## src/rtl/acq_seq_pkg.sv

```systemverilog
// Shared types for the acquisition trigger sequencer: FSM state encoding and
// the stop-reason codes reported on STOP_REASON.
package acq_seq_pkg;

  typedef enum logic [2:0] {
    IDLE   = 3'd0,
    QSTART = 3'd1,
    WSTART = 3'd2,
    QSTOP  = 3'd3,
    ACQ    = 3'd4
  } acq_state_e;

  localparam logic [1:0] RSN_COUNT = 2'b00;
  localparam logic [1:0] RSN_FULL  = 2'b01;
  localparam logic [1:0] RSN_TMO   = 2'b10;
  localparam logic [1:0] RSN_ABORT = 2'b11;

endpackage

```

## src/rtl/acq_evt_edge.sv

```systemverilog
// Rising-edge detector for the event sources; the previous-level register
// runs in every state so a level already high at arming never matches.
module acq_evt_edge #(
  parameter int NUM_EVT = 4
) (
  input  logic               clk_i,
  input  logic               rst_i,
  input  logic [NUM_EVT-1:0] evt_i,
  output logic [NUM_EVT-1:0] pulse_o
);

  logic [NUM_EVT-1:0] evt_q;

  always_ff @(posedge clk_i) begin
    if (rst_i) begin
      evt_q <= '0;
    end else begin
      evt_q <= evt_i;
    end
  end

  assign pulse_o = evt_i & ~evt_q;

endmodule

```

## src/rtl/acq_trigger_sequencer.sv

```systemverilog
// Acquisition start/stop sequencer: masked event counting with optional
// qualifiers, wait timeout, RAM-full stop, abort and a stop-reason code.
module acq_trigger_sequencer
  import acq_seq_pkg::*;
#(
  parameter int NUM_EVT   = 4,
  parameter int CNT_WIDTH = 8,
  parameter int TMO_WIDTH = 16
) (
  input  logic                 CLK_MASTER,
  input  logic                 RESET,
  input  logic                 CKE_500US,
  input  logic                 START,
  input  logic                 ABORT,
  input  logic [NUM_EVT-1:0]   EVT_IN,
  input  logic [NUM_EVT-1:0]   START_MASK,
  input  logic [NUM_EVT-1:0]   STOP_MASK,
  input  logic [CNT_WIDTH-1:0] START_NUM,
  input  logic [CNT_WIDTH-1:0] STOP_NUM,
  input  logic                 START_QUAL_EN,
  input  logic                 STOP_QUAL_EN,
  input  logic                 QUAL_START,
  input  logic                 QUAL_STOP,
  input  logic [TMO_WIDTH-1:0] TMO_LIMIT,
  input  logic                 SR_R_FULL,
  output logic                 WAITING,
  output logic                 ACQUIRING,
  output logic                 DONE,
  output logic [1:0]           STOP_REASON
);

  localparam logic [CNT_WIDTH-1:0] CNT_ONE = {{(CNT_WIDTH-1){1'b0}}, 1'b1};
  localparam logic [TMO_WIDTH-1:0] TMO_ONE = {{(TMO_WIDTH-1){1'b0}}, 1'b1};

  acq_state_e           state_q;
  logic [CNT_WIDTH-1:0] scnt_q;
  logic [CNT_WIDTH-1:0] ecnt_q;
  logic [TMO_WIDTH-1:0] tmo_q;
  logic                 done_q;
  logic [1:0]           reason_q;

  logic [NUM_EVT-1:0]   evt_pulse;
  logic                 start_match;
  logic                 start_free;
  logic                 stop_hit;
  logic                 tmo_hit;
  logic                 tmo_step;
  acq_state_e           acq_entry;

  acq_evt_edge #(
    .NUM_EVT (NUM_EVT)
  ) u_evt_edge (
    .clk_i   (CLK_MASTER),
    .rst_i   (RESET),
    .evt_i   (EVT_IN),
    .pulse_o (evt_pulse)
  );

  // Simultaneous source bits collapse into a single event via the OR-reduce.
  assign start_match = |(evt_pulse & START_MASK);
  assign start_free  = (START_MASK == '0);
  assign stop_hit    = (|(evt_pulse & STOP_MASK)) || (STOP_MASK == '0);
  assign tmo_hit     = (TMO_LIMIT != '0) && (tmo_q == TMO_LIMIT);
  assign tmo_step    = CKE_500US && (tmo_q != '1);
  assign acq_entry   = STOP_QUAL_EN ? QSTOP : ACQ;

  always_ff @(posedge CLK_MASTER) begin
    if (RESET) begin
      state_q  <= IDLE;
      scnt_q   <= '0;
      ecnt_q   <= '0;
      tmo_q    <= '0;
      done_q   <= 1'b0;
      reason_q <= RSN_COUNT;
    end else begin
      done_q <= 1'b0;
      if (ABORT && (state_q != IDLE)) begin
        state_q  <= IDLE;
        done_q   <= 1'b1;
        reason_q <= RSN_ABORT;
      end else begin
        case (state_q)
          IDLE: begin
            if (START && !ABORT) begin
              scnt_q  <= START_NUM;
              ecnt_q  <= STOP_NUM;
              tmo_q   <= '0;
              state_q <= START_QUAL_EN ? QSTART : WSTART;
            end
          end
          QSTART: begin
            if (tmo_hit) begin
              state_q  <= IDLE;
              done_q   <= 1'b1;
              reason_q <= RSN_TMO;
            end else begin
              if (tmo_step) tmo_q <= tmo_q + TMO_ONE;
              if (QUAL_START) state_q <= WSTART;
            end
          end
          WSTART: begin
            if (tmo_hit) begin
              state_q  <= IDLE;
              done_q   <= 1'b1;
              reason_q <= RSN_TMO;
            end else begin
              if (tmo_step) tmo_q <= tmo_q + TMO_ONE;
              if (start_free) begin
                state_q <= acq_entry;
              end else if (start_match) begin
                if (scnt_q != '0) scnt_q <= scnt_q - CNT_ONE;
                else              state_q <= acq_entry;
              end
            end
          end
          QSTOP: begin
            if (SR_R_FULL) begin
              state_q  <= IDLE;
              done_q   <= 1'b1;
              reason_q <= RSN_FULL;
            end else if (QUAL_STOP) begin
              state_q <= ACQ;
            end
          end
          ACQ: begin
            // RAM full takes precedence over a stop event in the same cycle.
            if (SR_R_FULL) begin
              state_q  <= IDLE;
              done_q   <= 1'b1;
              reason_q <= RSN_FULL;
            end else if (stop_hit) begin
              if (ecnt_q != '0) begin
                ecnt_q <= ecnt_q - CNT_ONE;
              end else begin
                state_q  <= IDLE;
                done_q   <= 1'b1;
                reason_q <= RSN_COUNT;
              end
            end
          end
          default: state_q <= IDLE;
        endcase
      end
    end
  end

  assign WAITING     = (state_q == QSTART) || (state_q == WSTART);
  assign ACQUIRING   = (state_q == QSTOP)  || (state_q == ACQ);
  assign DONE        = done_q;
  assign STOP_REASON = reason_q;

endmodule

```

## config.mk

```make
export PLATFORM = sky130hd
export DESIGN_NAME = acq_trigger_sequencer
export DESIGN_NICKNAME = d
export VERILOG_FILES = /design/src/rtl/acq_seq_pkg.sv /design/src/rtl/acq_evt_edge.sv /design/src/rtl/acq_trigger_sequencer.sv
export SDC_FILE = /design/constraint.sdc
export NUM_CORES = 1
export LEC_CHECK = 0
export CAP_MARGIN = 20
export CORE_MARGIN = 3
export CORE_UTILIZATION = 33
export CTS_BUF_LIST = sky130_fd_sc_hd__clkbuf_4
export DETAILED_ROUTE_END_ITERATION = 7
export SLEW_MARGIN = 10
export SYNTH_ARGS = -nofsm -noshare
export SYNTH_HDL_FRONTEND = slang
export SYNTH_HIERARCHICAL = 1
export SYNTH_SLANG_ARGS = --single-unit
export TNS_END_PERCENT = 10
```

## constraint.sdc

```tcl
create_clock -name CLK_MASTER -period 2.2 [get_ports CLK_MASTER]
set_input_delay 0.66 -clock CLK_MASTER [delete_from_list [all_inputs] [get_ports CLK_MASTER]]
set_output_delay 0.66 -clock CLK_MASTER [all_outputs]
set_load 0.05 [all_outputs]
```

[Yosys cells after proc, flatten, opt, wreduce, memory -nomap -nowiden]
Index checks and enable logic that the tools add are counted.
Operators by class
  mux-type cells: 44
  equal/unequal tests: 26
  add/subtract/negate cells: 3
  bitwise operators: 5
  reduce and logical (&&, ||, !) cells: 28
Operator list (number)
  $mux W8: 9
  $mux W16: 3
  $mux W3: 13
  $pmux W16 S2: 1
  $pmux W8 S2: 2
  $ne A2 B2 Y1 const B: 9
  $add A16 B1 Y16 const B: 1
  $eq A16 B16 Y1: 1
  $ne A16 B16 Y1 const B: 1
  $ne A4 B4 Y1 const B: 4
  $reduce_bool A16 Y1: 1
  $reduce_bool A8 Y1: 2
  $sub A8 B1 Y8 const B: 2
  $ne A3 B3 Y1 const B: 5
  $pmux W3 S5: 1
  $mux W2: 7
  $reduce_and A7 Y1: 2
  $and A4 B4 Y4: 3
  $reduce_and A5 Y1: 2
  $logic_not A4 Y1: 2
  $reduce_or A4 Y1: 2
  $eq A3 B2 Y1 const B: 2
  $mux W1: 6
  $pmux W2 S3: 1
  16 further kinds: 24
Storage, ports and cells
  output and inout port bits: 5
  flip-flop bits (word level): 42
  bits of input ports: 54
  word-level logic and storage cells: 113

[Depth between registers and ports, before layout]
Gate-level depths: netlist of the first run.
  word-level depth: 9
  gate-level depth with buffers: 8
  gate-level depth less buffers: 8

[Modules after synthesis]
The synthesis of the first run kept the hierarchy.
By module, submodules not included
  acq_trigger_sequencer: instances 1, area each 2713.9 µm², sequential area each 760.7 µm², cells an instance 353
  acq_evt_edge: instances 1, area each 140.1 µm², sequential area each 80.1 µm², cells an instance 12

[Worst setup path before layout of the first run]
OpenSTA, ideal clock, no wires.
  path type: input -> register
  from: in TMO_LIMIT[1]
  to: reg tmo_q[3]
  data arrival time: 2.198 ns
  required time: 2.083 ns
  stages on the path: 7
  library setup time: 0.117 ns
  buffers on the path: 1
  path slack: -0.116 ns
  cells stage by stage: nor4_1 -> nand4_1 -> and3_1 -> a221o_1 -> clkbuf_1 -> a22o_1 -> a32o_1
On the way
  word-level cells in the longest chain between the ends: 4
  elaborated cells between the ends (all ways): 5
  those cells by class: 2 x eq/ne; 3 x reduce/logical
Ends and longest elaborated chain
  start: declaration: line acq_trigger_sequencer.sv:24  | input logic [TMO_WIDTH-1:0] TMO_LIMIT,
  $eq A16 B16 Y1 / $reduce_bool A16 Y1 (equally long branches): line acq_trigger_sequencer.sv:63  | assign tmo_hit = (TMO_LIMIT != '0) && (tmo_q == TMO_LIMIT);
  $logic_and A1 B1 Y1 *: line acq_trigger_sequencer.sv:63
  $ne A2 B2 Y1 (no source line) *
  $reduce_and A5 Y1 (no source line) *
  end signal: assignment: line acq_trigger_sequencer.sv:97  | if (tmo_step) tmo_q <= tmo_q + TMO_ONE;
  end signal: assignment: line acq_trigger_sequencer.sv:107  | if (tmo_step) tmo_q <= tmo_q + TMO_ONE;
  end: declaration: line acq_trigger_sequencer.sv:38  | logic [TMO_WIDTH-1:0] tmo_q;
Mark *: on every way between the ends. The rest lies on a longest branch, timed or not.
A chain may end at the register's enable or synchronous reset.

[Worst setup path after layout of the first run]
  from: in EVT_IN[1]
  to: reg state_q[1]
On the way
  word-level cells in the longest chain between the ends: 6
  elaborated cells between the ends (all ways): 9
  those cells by class: 2 x eq/ne; 3 x bitwise; 4 x reduce/logical
Ends and longest elaborated chain
  start: declaration: line acq_trigger_sequencer.sv:15  | input logic [NUM_EVT-1:0] EVT_IN,
  $and A4 B4 Y4 *: line acq_evt_edge.sv:22  | assign pulse_o = evt_i & ~evt_q;
  net evt_pulse[1]: line acq_trigger_sequencer.sv:42  | logic [NUM_EVT-1:0] evt_pulse;
  $and A4 B4 Y4: line acq_trigger_sequencer.sv:62  | assign stop_hit = (|(evt_pulse & STOP_MASK)) || (STOP_MASK == '0);
  $reduce_or A4 Y1: line acq_trigger_sequencer.sv:62
  $logic_or A1 B1 Y1: line acq_trigger_sequencer.sv:62
  $ne A3 B3 Y1 (no source line)
  $reduce_and A7 Y1 (no source line) *
  end signal: assignment: line acq_trigger_sequencer.sv:88  | state_q <= START_QUAL_EN ? QSTART : WSTART;
  end signal: assignment: line acq_trigger_sequencer.sv:109  | state_q <= acq_entry;
  end signal: assignment: line acq_trigger_sequencer.sv:112  | else state_q <= acq_entry;
  end: declaration: line acq_trigger_sequencer.sv:35  | acq_state_e state_q;
The timed path passes the listed nets; every way through them passes the cells marked *.

==> results of run 1 <==
==> sequential cells by signal, indices dropped and copies added, names as in the netlist <==
signal	cells
ecnt_q	8
u_evt_edge/evt_q	4
scnt_q	8
state_q	3
STOP_REASON	2
DONE	1
tmo_q	16
==> through the flow <==
step	std cells	utilization	setup TNS (ps)	setup slack (ps)	cell area (um2)
floorplan	365	-	-57.50	-25.68	2927
global placement	578	0.4858	-19880	-643.3	4031
detailed placement	578	0.4858	-20840	-677.8	4031
CTS	590	0.5078	0	0.8890	4214
global route	591	0.5127	-1440	-140.3	4255
finish	591	0.5127	-22.38	-15.03	4255
==> tightest hold or removal path, stage by stage (launching register included) <==
cell and delay [ps]:
dfxtp_1 330, nand2_1 50, o32ai_1 70
==> how the worst min path moves through the flow <==
| stage | cells past startpoint | slack (ps) | to |
|---|---|---|---|
| 6_report | 2 | 490 | scnt_q[5] |
| 5_1_grt | 2 | 520 | scnt_q[5] |
| 3_5_place_dp | 1 | 470 | STOP_REASON[1] |
| 4_1_cts | 2 | 500 | scnt_q[5] |
| 3_3_place_gp | 2 | 470 | scnt_q[5] |
| 2_1_floorplan | 2 | 450 | scnt_q[5] |
==> cells by family (layout without fill, tap and decap cells) <==
logic type / count (synthesis) / count (layout) / share of synthesized area
AND/OR/NAND/NOR: 148 / 148 / 0.2779
multiplexers: 1 / 1 / 0.003507
buffers and inverters: 34 / 155 / 0.05743
XOR/XNOR: 25 / 25 / 0.07672
AO/OA/AOI/OAI: 110 / 110 / 0.2679
flip-flops: 42 / 42 / 0.2946
adder cells (fa/ha/maj): 5 / 5 / 0.02192
==> power by group <==
group	leakage [uW]	internal, uW	switching (uW)
Sequential	0.000343	871	102
Clock	0.0000322	146	257
Combinational	0.00135	844	1040
Total	0.00173	1860	1400
==> routing by layer <==
metal,vias up,GRT usage,part of all wire
met5,-,0,0
met4,0,0.05042,0.012
met3,8,0.03043,0.054
met2,97,0.2877,0.45
met1,1494,0.2729,0.49
li1,1612,-,-
==> cell type report <==
| class | instances | area, um2 |
|---|---|---|
| Sequential cell | 42 | 845.8 |
| Timing Repair Buffer | 129 | 1100 |
| Tap cell | 105 | 131.4 |
| Inverter | 19 | 72.57 |
| Fill cell | 812 | 4044 |
| Clock buffer | 7 | 52.55 |
| Multi-Input combinational cell | 289 | 2053 |
==> synth_stat cells (3+ instances only) <==
cell / number / area share
nor2_1: 25 / 0.033
o21ai_0: 16 / 0.028
o31a_1: 3 / 0.0092
clkbuf_1: 13 / 0.017
a31oi_1: 5 / 0.011
nor2b_1: 5 / 0.011
and2_1: 4 / 0.0088
nor3_1: 10 / 0.018
a21oi_1: 29 / 0.051
nand2_1: 29 / 0.038
a22o_1: 3 / 0.0092
inv_1: 18 / 0.024
nand4_1: 5 / 0.011
nand3_1: 17 / 0.030
or2_2: 7 / 0.015
nor2b_2: 4 / 0.012
dfxtp_1: 42 / 0.29
o32ai_1: 5 / 0.015
and3_1: 7 / 0.015
a211oi_1: 6 / 0.016
xnor2_1: 3 / 0.0092
o211ai_1: 12 / 0.032
xor2_1: 22 / 0.068
a22oi_1: 5 / 0.013
or3_1: 3 / 0.0066
ha_1: 5 / 0.022
nor4_1: 20 / 0.044
a32o_1: 3 / 0.011
==> what timing repair did <==
action                                  4_1_cts  5_1_grt
cloned                                        0        0
endpoints found under the setup margin       38       29
setup buffers                                 5        1
pin swaps                                    20        7
resized for setup                            61       12
==> placed cells by master, fill, tap and decap left out, drive strengths merged, types with 8 or more instances in the layout <==
cell	n
clkdlybuf4s50	25
inv	18
dfxtp	42
clkbuf	8
nor2b	9
nor3	10
xor2	22
buf	73
nand2	29
a21oi	29
nor2	26
dlygate4sd2	23
o21ai	16
nor4	20
nand3	17
o211ai	12
==> results_dict.tcl, run 1 <==
set metrics [dict create \
    power.leakage_uw 0.001729 \
    crit_fanout 4 \
    yosysWarningCount 6 \
    ant_nets 0 \
    drt-pass1-iter-count 4 \
    grt_start_max_net_pins 27 \
    hold_path_class "reg -> reg" \
    r2r_cells 6 \
    synth_cell_type_count 59 \
    finalSetupViolCount 3 \
    rows 33 \
    syn_to_final_growth_pct 49.10 \
    ios 59 \
    violations "setup timing" \
    fp.dieH_um 99.00 \
    clk_pin_slew_ps 120 \
    overflow 0 \
    clock-sinks 42 \
    drt_iter0_drc 188 \
    totalPowerFinal_uw 3261 \
    clk_path_buf_depth 2 \
    route.detailed.drc 0 \
    finalMaxSlewViolations 0 \
    syn-num-nets 424 \
    rsz0062_at_grt "true" \
    antenna_found_initial 0 \
    grt_use_total 0.1880 \
    whs_ps 488.7 \
    hold_violations 0 \
    crit_start "EVT_IN[1]" \
    syn_area_um2 2854 \
    worstPathRequired_ps 2460 \
    design.core.area_um2 8299 \
    grt_pass1_vias 3105 \
    maxCapViolCount 0 \
    synth_top_flop_cell "dfxtp_1" \
    port_buffers 58 \
    r2r-end "state_q[0]" \
    finalCriticalPeriod_ps 2215 \
    skew_ps 9.788 \
    worstPathCellList "dlygate4sd2_1 -> nor2b_4 -> a22o_1 -> nor3_2 -> o2111ai_2 -> buf_4 -> buf_4 -> nand4b_1 -> buf_4 -> nand4_1 -> o41ai_2" \
    cts_tree "yes" \
    die_w_um 99.00 \
    avgSynthCellArea_um2 7.819 \
    critPathCaptureType "flip-flop" \
    cp-start-kind "primary input" \
    worstSetupPathDepth 11 \
    cp_common_cell "buf_4" \
    crit_slowest_cell "dlygate4sd2_1" \
    max_stage_delay_ps 240 \
    synthCells 365 \
    nNetsFinal 545 \
    avgViaCountPerCell 5.433 \
    wl_um 9211 \
    seq_area_frac_synth 0.2946 \
    insertedDiodeCount 0 \
    slew_headroom 0.6668 \
    crit_buf_inv 4 \
    gp_congestion 0.9335 \
    cts_made_buffers 5 \
    layout_setup_ws_ps -15.03 \
    synth_edf_count 0 \
    ys_seq_elements 42 \
    die-area_um2 9800 \
    initial_utilization 0.3439 \
    period_share 1.007 \
    dpl.hpwl_um 7044 \
    reg2reg_slack_ps 50 \
    clk_latency_ps 360 \
    max-vdd-ir-drop_mv 0.4621 \
    grt_pass1_wl_um 15080 \
    root_buffer "clkbuf_4" \
    arrival_ps 2470 \
    detail_route.wl_per_cell_um 15.59 \
    critical_path_class "in -> reg" \
    hold_start "scnt_q[5]" \
    drive_gt1_frac 0.2675 \
    cp_top_family "buffers and inverters" \
    holdBufCountCts 0 \
    powerDensity_nw_per_um2 766.3 \
    timing.fmax_mhz 451.5 \
    r2r-start "scnt_q[5]" \
    htree_levels 2 \
    async_reset_ff_frac 0 \
    vias 3211 \
    status "complete, but fails checks" \
    timing_worst_slew_pin_value_ps 499.0 \
    crit_path_end "state_q[1]" \
]
Power figures use the tool's default switching activity.
==> run 2: changes to the inputs <==
- SLEW_MARGIN: 10 -> default
==> results of run 2 <==
Final layout, timing and power as in run 1 (identical DEF).
